===== src/rtl/adler32_pkg.sv =====
// Shared constants and state encoding for the Adler-32 receive-side checker.
package adler32_pkg;

   localparam logic [15:0] ADLER_MOD    = 16'd65521;
   localparam logic [15:0] ADLER_A_INIT = 16'd1;
   localparam logic [15:0] ADLER_B_INIT = 16'd0;

   typedef enum logic [1:0] {
      IDLE    = 2'd0,
      DATA    = 2'd1,
      TRAILER = 2'd2,
      DONE    = 2'd3
   } state_t;

endpackage


===== src/rtl/adler32_mod_add.sv =====
// Combinational 16+16 -> 16 adder modulo 65521; operands are always < 65521,
// so a single conditional subtraction brings the result back in range.
module adler32_mod_add
   import adler32_pkg::*;
(
   input  logic [15:0] op_a,
   input  logic [15:0] op_b,
   output logic [15:0] sum
);

   logic [16:0] raw;

   // Wide sum, then fold once if it reached the modulus.
   always_comb begin
      raw = {1'b0, op_a} + {1'b0, op_b};
      if (raw >= {1'b0, ADLER_MOD}) begin
         sum = raw[15:0] - ADLER_MOD;
      end else begin
         sum = raw[15:0];
      end
   end

endmodule


===== config.mk =====
export PLATFORM = sky130hd
export DESIGN_NAME = adler32_mod_add
export DESIGN_NICKNAME = d
export VERILOG_FILES = /design/src/rtl/adler32_pkg.sv /design/src/rtl/adler32_mod_add.sv
export SDC_FILE = /design/constraint.sdc
export NUM_CORES = 1
export LEC_CHECK = 0
export CORE_UTILIZATION = 43
export DETAILED_ROUTE_END_ITERATION = 7
export GPL_ROUTABILITY_DRIVEN = 0
export PLACE_DENSITY = 0.77
export SETUP_SLACK_MARGIN = 0.15
export SLEW_MARGIN = 20
export SYNTH_ARGS = -nofsm -noshare
export SYNTH_HDL_FRONTEND = slang
export SYNTH_SLANG_ARGS = --single-unit

===== constraint.sdc =====
create_clock -name vclk -period 3.8
set_clock_uncertainty 0.2 [all_clocks]
set_input_delay 0.57 -clock vclk [all_inputs]
set_output_delay 0.57 -clock vclk [all_outputs]
set_load 0.05 [all_outputs]

==> flow_metrics.env, run 1 <==
export IMPL_ios=48
export IMPL_post_place_ws_ns=-0.896
export IMPL_synth_commonest_cells="19 x nor2_1, 18 x ha_1, 17 x nand2_1"
export IMPL_cts_setup_buffers=26
export IMPL_cts_hold_buf=0
export IMPL_hpwl_um=5770
export IMPL_port_buffers=48
export IMPL_syn_num_nets=264
export IMPL_synth_cells=213
export IMPL_synth_cell_type_count=55
export IMPL_stop_stage="4_1_cts"
export IMPL_ys_warn_count=0
export IMPL_initial_core_util_pct=45.9
export IMPL_synth_area_per_cell_um2=7.31
export IMPL_yosys_area_top_type="ha_1"
export IMPL_num_rows=21
export IMPL_outcome="did not finish"
export IMPL_ys_seq_area_share_pct=0
export IMPL_synth_top_area_share_pct=14.5
export IMPL_cts_resized_gates=134
export IMPL_die_w_um=62.2
export IMPL_syn_area_um2=1560
export IMPL_yosysMostFrequentCell="nor2_1"
export IMPL_yosys_top_cells_area="ha_1 14%, xnor2_1 5.1%, xor2_1 5.1%"
export IMPL_die_h_um=62.2
export IMPL_tool_error="[ERROR DPL-0038] Utilization greater than 100%, impossible to legalize"
## through the flow
stage	util (%)	setup TNS [ns]	std cells	hold slack (ns)	instance area [um2]
3_5_place_dp	91.9	-12.78	381	1.85	3110
3_3_place_gp	91.9	-10.98	381	1.82	3110
2_1_floorplan	-	-2.59	213	1.27	1840
## cell families after synthesis
logic type	Yosys count	synth area share, %
AND/OR/NAND/NOR	80	28.2
AO/OA/AOI/OAI	78	38.4
adder cells (fa/ha/maj)	19	15.8
XOR/XNOR	18	10.1
buffers and inverters	14	4.50
multiplexers	4	2.97
==> run 2: changes to the inputs <==
- CORE_UTILIZATION: 43 -> 28
- PLACE_DENSITY: 0.77 -> default
- PLACE_DENSITY_LB_ADDON: default -> 0.15
- SETUP_SLACK_MARGIN: 0.15 -> default
- clock period: 3.8 -> 4.9 ns (I/O delays scaled with it)
==> run 2 against run 1 <==
The run now ends clean. Synthesized cell count stayed put. Area after synthesis is the same.
==> flow_metrics.env, run 2 <==
export IMPL_outcome="finished, final reports clean"
export IMPL_synth_area_per_cell_um2=7.31
export IMPL_num_rows=26
export IMPL_syn_num_nets=264
export IMPL_globalRouteMet1Util_pct=20.4
export IMPL_drt_iter0_markers=87
export IMPL_register_area_um2=0
export IMPL_finalSetupViolations=0
export IMPL_drv_cap=0
export IMPL_routed_wl_um=4930
export IMPL_fin_total_pwr_mw=0.670
export IMPL_max_slew_margin_pct=53.4
export IMPL_dr_total_vias=1935
export IMPL_core_area_um2=5240
export IMPL_overflow=0
export IMPL_holdWs_ns=1.80
export IMPL_die_w_um=76.6
export IMPL_via_per_inst=5.36
export IMPL_critical_path_class="input pin to primary output"
export IMPL_clkbuf_count=0
export IMPL_vdd_drop_max_v=0.000155
export IMPL_fillers=514
export IMPL_multiInputGateArea_um2=1620
export IMPL_ios=48
export IMPL_first_global_vias=1774
export IMPL_area_growth_pct=71.6
export IMPL_critPathCaptureType="primary output"
export IMPL_use_met3_pct=0.838
export IMPL_ys_warn_count=0
export IMPL_synth_commonest_cells="19 x nor2_1, 18 x ha_1, 17 x nand2_1"
export IMPL_yosys_area_top_type="ha_1"
export IMPL_detail_route_antenna_nets=0
export IMPL_cts_hold_buf=0
export IMPL_die_h_um=76.6
export IMPL_worst_slew_pin_slew_ns=0.692
export IMPL_synth_cell_type_count=55
export IMPL_max_clock_freq_mhz=206
export IMPL_holdCritPathClass="input pin to primary output"
export IMPL_nets=344
export IMPL_ys_seq_area_share_pct=0
export IMPL_period_needed_ns=4.84
export IMPL_yosysMostFrequentCell="nor2_1"
export IMPL_syn_area_um2=1560
export IMPL_mostFrequentLayoutCells="39 x buf_4, 28 x clkdlybuf4s50_1, 19 x nor2_1, 17 x nand2_1, 15 x a21oi_1"
export IMPL_critPathArrivalTime_ns=3.91
export IMPL_grt_max_degree=12
export IMPL_nFlopsAndLatches=0
export IMPL_drive_above_1_share_pct=29.6
export IMPL_grt_use_met2_pct=30.3
export IMPL_critical_path_required_ns=3.96
export IMPL_dp_cells=356
export IMPL_grt_pass1_wl_um=8020
export IMPL_start_kind="input pin"
export IMPL_initial_core_util_pct=29.7
export IMPL_cp_max_fo=5
export IMPL_instances_no_fill=361
export IMPL_antenna_found_initial=0
export IMPL_hpwl_um=3960
export IMPL_drtPass1Iterations=4
export IMPL_hold_violations=0
export IMPL_yosys_top_cells_area="ha_1 14%, xnor2_1 5.1%, xor2_1 5.1%"
export IMPL_final_common_cell="buf_4"
export IMPL_synth_cells=213
export IMPL_p_leak_nw=1.15
export IMPL_synth_top_area_share_pct=14.5
export IMPL_fp_dieArea_um2=5860
export IMPL_routed_wire_length_per_instance_um=13.7
export IMPL_finalMaxSlewViolations=0
export IMPL_track_usage_pct=15.9
export IMPL_drcViolationCount=0
export IMPL_period_share_pct=98.9
export IMPL_diodes=0
export IMPL_powerDensity_nw_per_um2=251
export IMPL_port_buffers=48
export IMPL_grt_busiest_layer="met2"
[run 2: cell type report]
cell class         count  share of cell area, %
repair buffers        87                   35.5
multi-input cells    199                   60.6
well taps             70                   3.28
inverters              5                  0.703
[run 2: what timing repair did]
action | CTS | global route
pin swaps | 5 | 14
buffers inserted | 0 | 4
resized for setup | 10 | 23
endpoints found under the setup margin | 6 | 16
cloned | 0 | 1
[run 2: through the flow]
stage | util (%) | setup TNS [ns] | instance area [um2] | worst slack (ns)
after floorplan | - | 0 | 1560 | 0.0930
after global placement | 47.3 | -0.0371 | 2480 | -0.0330
after detailed placement | 47.3 | -0.288 | 2480 | -0.103
after CTS | 48.3 | -0.00597 | 2530 | -0.00597
after global routing | 51.0 | -0.0471 | 2670 | -0.0197
final | 51.0 | 0 | 2670 | 0.0562
[run 2: metal layers]
metal,vias up,wire length (um)
met5,-,0
met4,0,33
met3,4,281
met2,55,2510
met1,888,2110
li1,988,-
[run 2: kinds of logic (layout without fill, tap and decap cells)]
logic type | after synthesis | after routing | share of synthesized area (%)
AO/OA/AOI/OAI | 78 | 78 | 38.4
XOR/XNOR | 18 | 18 | 10.1
AND/OR/NAND/NOR | 80 | 80 | 28.2
adder cells (fa/ha/maj) | 19 | 19 | 15.8
buffers and inverters | 14 | 92 | 4.50
multiplexers | 4 | 4 | 2.97
[run 2: final timing paths]
| path | cells after the start | endpoint | startpoint |
|---|---|---|---|
| max | 13 | sum[10] | op_a[3] |
| min | 4 | sum[0] | op_b[0] |
[run 2: worst max-delay path, stage by stage]
cell and delay, ns:
clkdlybuf4s50_1 0.47, ha_2 0.31, o211ai_1 0.46, o21ai_2 0.11
o211a_1 0.26, a31o_2 0.28, nor4_4 0.30, a31oi_2 0.16
buf_4 0.19, o41ai_4 0.21, o41ai_2 0.14, buf_4 0.16
buf_12 0.14
[run 2: where the power goes]
| group | internal, mW | switching [mW] | total, mW |
|---|---|---|---|
| clock | 0 | 0 | 0 |
| sequential | 0 | 0 | 0 |
| combinational | 0.315 | 0.355 | 0.670 |
| total | 0.315 | 0.355 | 0.670 |
Note: power is estimated with default switching activity, not from simulation.
==> run 3: changes to the inputs <==
--- a/config.mk
+++ b/config.mk
@@ -7,2 +7,3 @@
 export LEC_CHECK = 0
+export CORE_ASPECT_RATIO = 1.5
 export CORE_UTILIZATION = 28
==> constraint.sdc (replaced) <==
create_clock -name vclk -period 4.9
set_clock_uncertainty 0.2 [all_clocks]
set_input_delay 0.98 -clock vclk [all_inputs]
set_output_delay 0.98 -clock vclk [all_outputs]
set_load 0.05 [all_outputs]
==> run 3 against run 2 <==
The flow now finishes with violations (setup timing). Count of clock-buffer cells in the layout did not move. Critical path type unchanged. Wire length is 29% higher. Worst setup slack worse by 0.15 ns. Critical endpoint unchanged. Combinational power increased by 32%. Utilization rose by 20 points. Highest routed layer unchanged. Via count grew 16%. Sequential share of layout area unchanged. Sequential cell count did not move. Largest cell class unchanged. Die area barely moved. Critical path depth up 1. Hold slack improved by 0.42 ns.
==> flow_metrics.env, run 3 (synthesis results as in run 2) <==
export IMPL_critPathCapture="sum[10]"
export IMPL_start_kind="input pin"
export IMPL_rsz0062_at_grt="yes"
export IMPL_final_util_pct=71.3
export IMPL_ios=48
export IMPL_outcome="finished, violations left"
export IMPL_power_frac_comb_pct=100.0
export IMPL_fp_dieArea_um2=5870
export IMPL_violations="setup timing"
export IMPL_worst_slack_ns=-0.0915
export IMPL_drv_cap=0
export IMPL_die_w_um=62.9
export IMPL_hold_violations=0
export IMPL_detail_route_antenna_nets=0
export IMPL_worstSetupStartpoint="op_b[0]"
export IMPL_final_common_cell="buf_4"
export IMPL_area_growth_pct=140
export IMPL_max_slew_margin_pct=66.0
export IMPL_register_area_um2=0
export IMPL_max_clock_freq_mhz=200
export IMPL_dr_total_vias=2235
export IMPL_finalMaxSlewViolations=0
export IMPL_routed_wire_length_per_instance_um=15.1
export IMPL_vdd_drop_max_v=0.0000998
export IMPL_core_area_um2=5250
export IMPL_grt_pass1_wl_um=10400
export IMPL_diodes=0
export IMPL_p_leak_nw=1.56
export IMPL_routed_wl_um=6350
export IMPL_pwr_share_seq_pct=0
export IMPL_drive_above_1_share_pct=60.6
export IMPL_powerDensity_nw_per_um2=237
export IMPL_die_h_um=93.3
export IMPL_nFlopsAndLatches=0
export IMPL_worst_slew_pin_slew_ns=0.506
export IMPL_critical_path_class="input pin to primary output"
export IMPL_critPathArrivalTime_ns=3.81
export IMPL_drt_iter0_markers=37
export IMPL_via_per_inst=5.31
export IMPL_port_buffers=48
export IMPL_initial_core_util_pct=29.7
export IMPL_period_share_pct=102
export IMPL_antenna_found_initial=0
export IMPL_fillers=377
export IMPL_cp_max_fo=4
export IMPL_post_place_ws_ns=-0.625
export IMPL_nets=406
export IMPL_drcViolationCount=0
export IMPL_clkPwrFrac_pct=0
export IMPL_p_int_mw=0.438
export IMPL_period_needed_ns=4.99
export IMPL_swShare_pct=50.6
export IMPL_first_global_vias=2314
export IMPL_mostFrequentLayoutCells="87 x buf_4, 19 x dlygate4sd2_1, 16 x buf_6, 16 x buf_12, 15 x nand2_1"
export IMPL_power_switching_mw=0.449
export IMPL_holdWs_ns=2.22
export IMPL_num_rows=32
export IMPL_drtPass1Iterations=4
export IMPL_instances_no_fill=421
export IMPL_holdCritPathClass="input pin to primary output"
export IMPL_critPathCaptureType="primary output"
export IMPL_dp_cells=394
export IMPL_clkbuf_count=0
export IMPL_track_usage_pct=21.6
export IMPL_finalSetupViolations=10
export IMPL_grt_max_degree=11
export IMPL_critical_path_required_ns=3.72
export IMPL_hpwl_um=4500
export IMPL_overflow=0
run 3: cell types whose count changed in the layout (fill, tap and decap cells not counted), moves of 5 or more:
| cell | before | now |
|---|---|---|
| ha_1 | 14 | 5 |
| nor2_1 | 19 | 12 |
| ha_4 | 1 | 13 |
| dlygate4sd2_1 | 0 | 19 |
| buf_6 | 1 | 16 |
| a21oi_1 | 15 | 9 |
| clkdlybuf4s50_1 | 28 | 6 |
| a21oi_2 | 2 | 7 |
| buf_4 | 39 | 87 |
| xor2_1 | 8 | 3 |
run 3: worst max-delay path, cell delays in order:
cell,delay [ns]
buf_6,0.10
ha_4,0.15
fa_2,0.39
a211oi_4,0.30
o21ai_2,0.10
o211a_1,0.25
buf_6,0.12
a31o_4,0.24
nor4_4,0.29
a31oi_4,0.17
buf_6,0.16
o41ai_4,0.24
o41ai_4,0.15
buf_12,0.17
run 3: per-stage QoR:
stage	cell area, um2	total power [mW]	setup TNS [ns]
after floorplan	1690	0.384	-1.13
after global placement	2920	0.716	-7.47
after detailed placement	2920	0.722	-8.22
after CTS	3530	0.828	-0.328
after global routing	3740	0.935	-2.38
final	3740	0.887	-0.443
run 3: power by group through the flow:
| stage | Combinational, mW | Clock [mW] | Sequential, mW |
|---|---|---|---|
| after floorplan | 0.384 | 0 | 0 |
| after global placement | 0.716 | 0 | 0 |
| after detailed placement | 0.722 | 0 | 0 |
| after CTS | 0.828 | 0 | 0 |
| after global routing | 0.935 | 0 | 0 |
| final | 0.887 | 0 | 0 |
run 3: worst min path at each step:
stage             from      to  slack (ns)  cells past startpoint
5_1_grt        op_a[0]  sum[0]        2.24                      4
2_1_floorplan  op_b[0]  sum[0]        2.16                      2
6_report       op_a[0]  sum[0]        2.22                      4
3_3_place_gp   op_b[0]  sum[0]        2.68                      4
3_5_place_dp   op_b[0]  sum[0]        2.70                      4
4_1_cts        op_a[0]  sum[0]        2.22                      4
run 3: metal layers:
metal / share of wire [%] / track usage (%) / vias to the layer above / routed length [um]
met5: 0 / 0 / - / 0
met4: 1.8 / 5.04 / 0 / 117
met3: 1.3 / 0.610 / 10 / 83
met2: 60 / 47.6 / 45 / 3800
met1: 37 / 20.9 / 1071 / 2350
li1: - / - / 1109 / -
run 3: final cells by class:
class	instances	area [um2]	area share (%)
multi-input combinational	199	2210	59.1
tap	68	85.1	2.27
timing repair buffer	149	1430	38.1
inverter	5	18.8	0.502
run 3: timing repair:
item                                   in CTS  in global routing
resized for setup                         120                 34
hold buffers                                0                  0
buffers inserted                           23                  8
pin swaps                                  48                 32
endpoints found under the hold margin       0                  0
setup endpoints to repair                  16                 16
==> run 4: changes to the inputs <==
- CORE_ASPECT_RATIO: 1.5 -> default
- CORE_UTILIZATION: 28 -> 40
- SLEW_MARGIN: 20 -> default
==> run 4 against run 3 <==
Area after synthesis stayed put. The run now fails in 5_1_grt. Synthesized cell count stayed put.
==> flow_metrics.env, run 4 <==
export IMPL_outcome="did not finish"
export IMPL_stop_stage="5_1_grt"
export IMPL_tool_error="[ERROR DPL-0038] Utilization greater than 100%, impossible to legalize"
export IMPL_initial_core_util_pct=42.2
export IMPL_syn_area_um2=1560
export IMPL_synth_commonest_cells="19 x nor2_1, 18 x ha_1, 17 x nand2_1"
export IMPL_ys_warn_count=0
export IMPL_hpwl_um=4420
export IMPL_grt_repair_worst_endpoint="sum[10]"
export IMPL_yosysMostFrequentCell="nor2_1"
export IMPL_die_w_um=64.4
export IMPL_cts_hold_buf=0
export IMPL_worst_ep_kind="output port"
export IMPL_yosys_area_top_type="ha_1"
export IMPL_yosys_top_cells_area="ha_1 14%, xnor2_1 5.1%, xor2_1 5.1%"
export IMPL_num_rows=22
export IMPL_synth_cells=213
export IMPL_synth_top_area_share_pct=14.5
export IMPL_grt_max_degree=11
export IMPL_syn_num_nets=264
export IMPL_ys_seq_area_share_pct=0
export IMPL_port_buffers=48
export IMPL_die_h_um=64.4
export IMPL_synth_cell_type_count=55
export IMPL_ios=48
export IMPL_synth_area_per_cell_um2=7.31
[run 4: cell counts after synthesis]
No cell type changed its count.
[run 4: repair_timing]
action / in CTS
setup buffers: 23
gates resized for setup: 114
endpoints found under the setup margin: 16
pin swaps: 46
[run 4: per-stage QoR]
step | setup WS (ns) | utilization (%) | cell area, um2 | instances | hold slack (ns)
after floorplan | -0.365 | - | 1690 | 213 | 2.16
after global placement | -0.584 | 77.8 | 2870 | 372 | 2.69
after detailed placement | -0.747 | 77.8 | 2870 | 372 | 2.69
after CTS | -0.138 | 94.5 | 3480 | 393 | 2.22
[run 4: logic make-up after synthesis]
family	synth area share [%]
simple gates	28.2
compound gates	38.4
fa+ha+maj	15.8
xor+xnor	10.1
buf+inv	4.50
mux	2.97
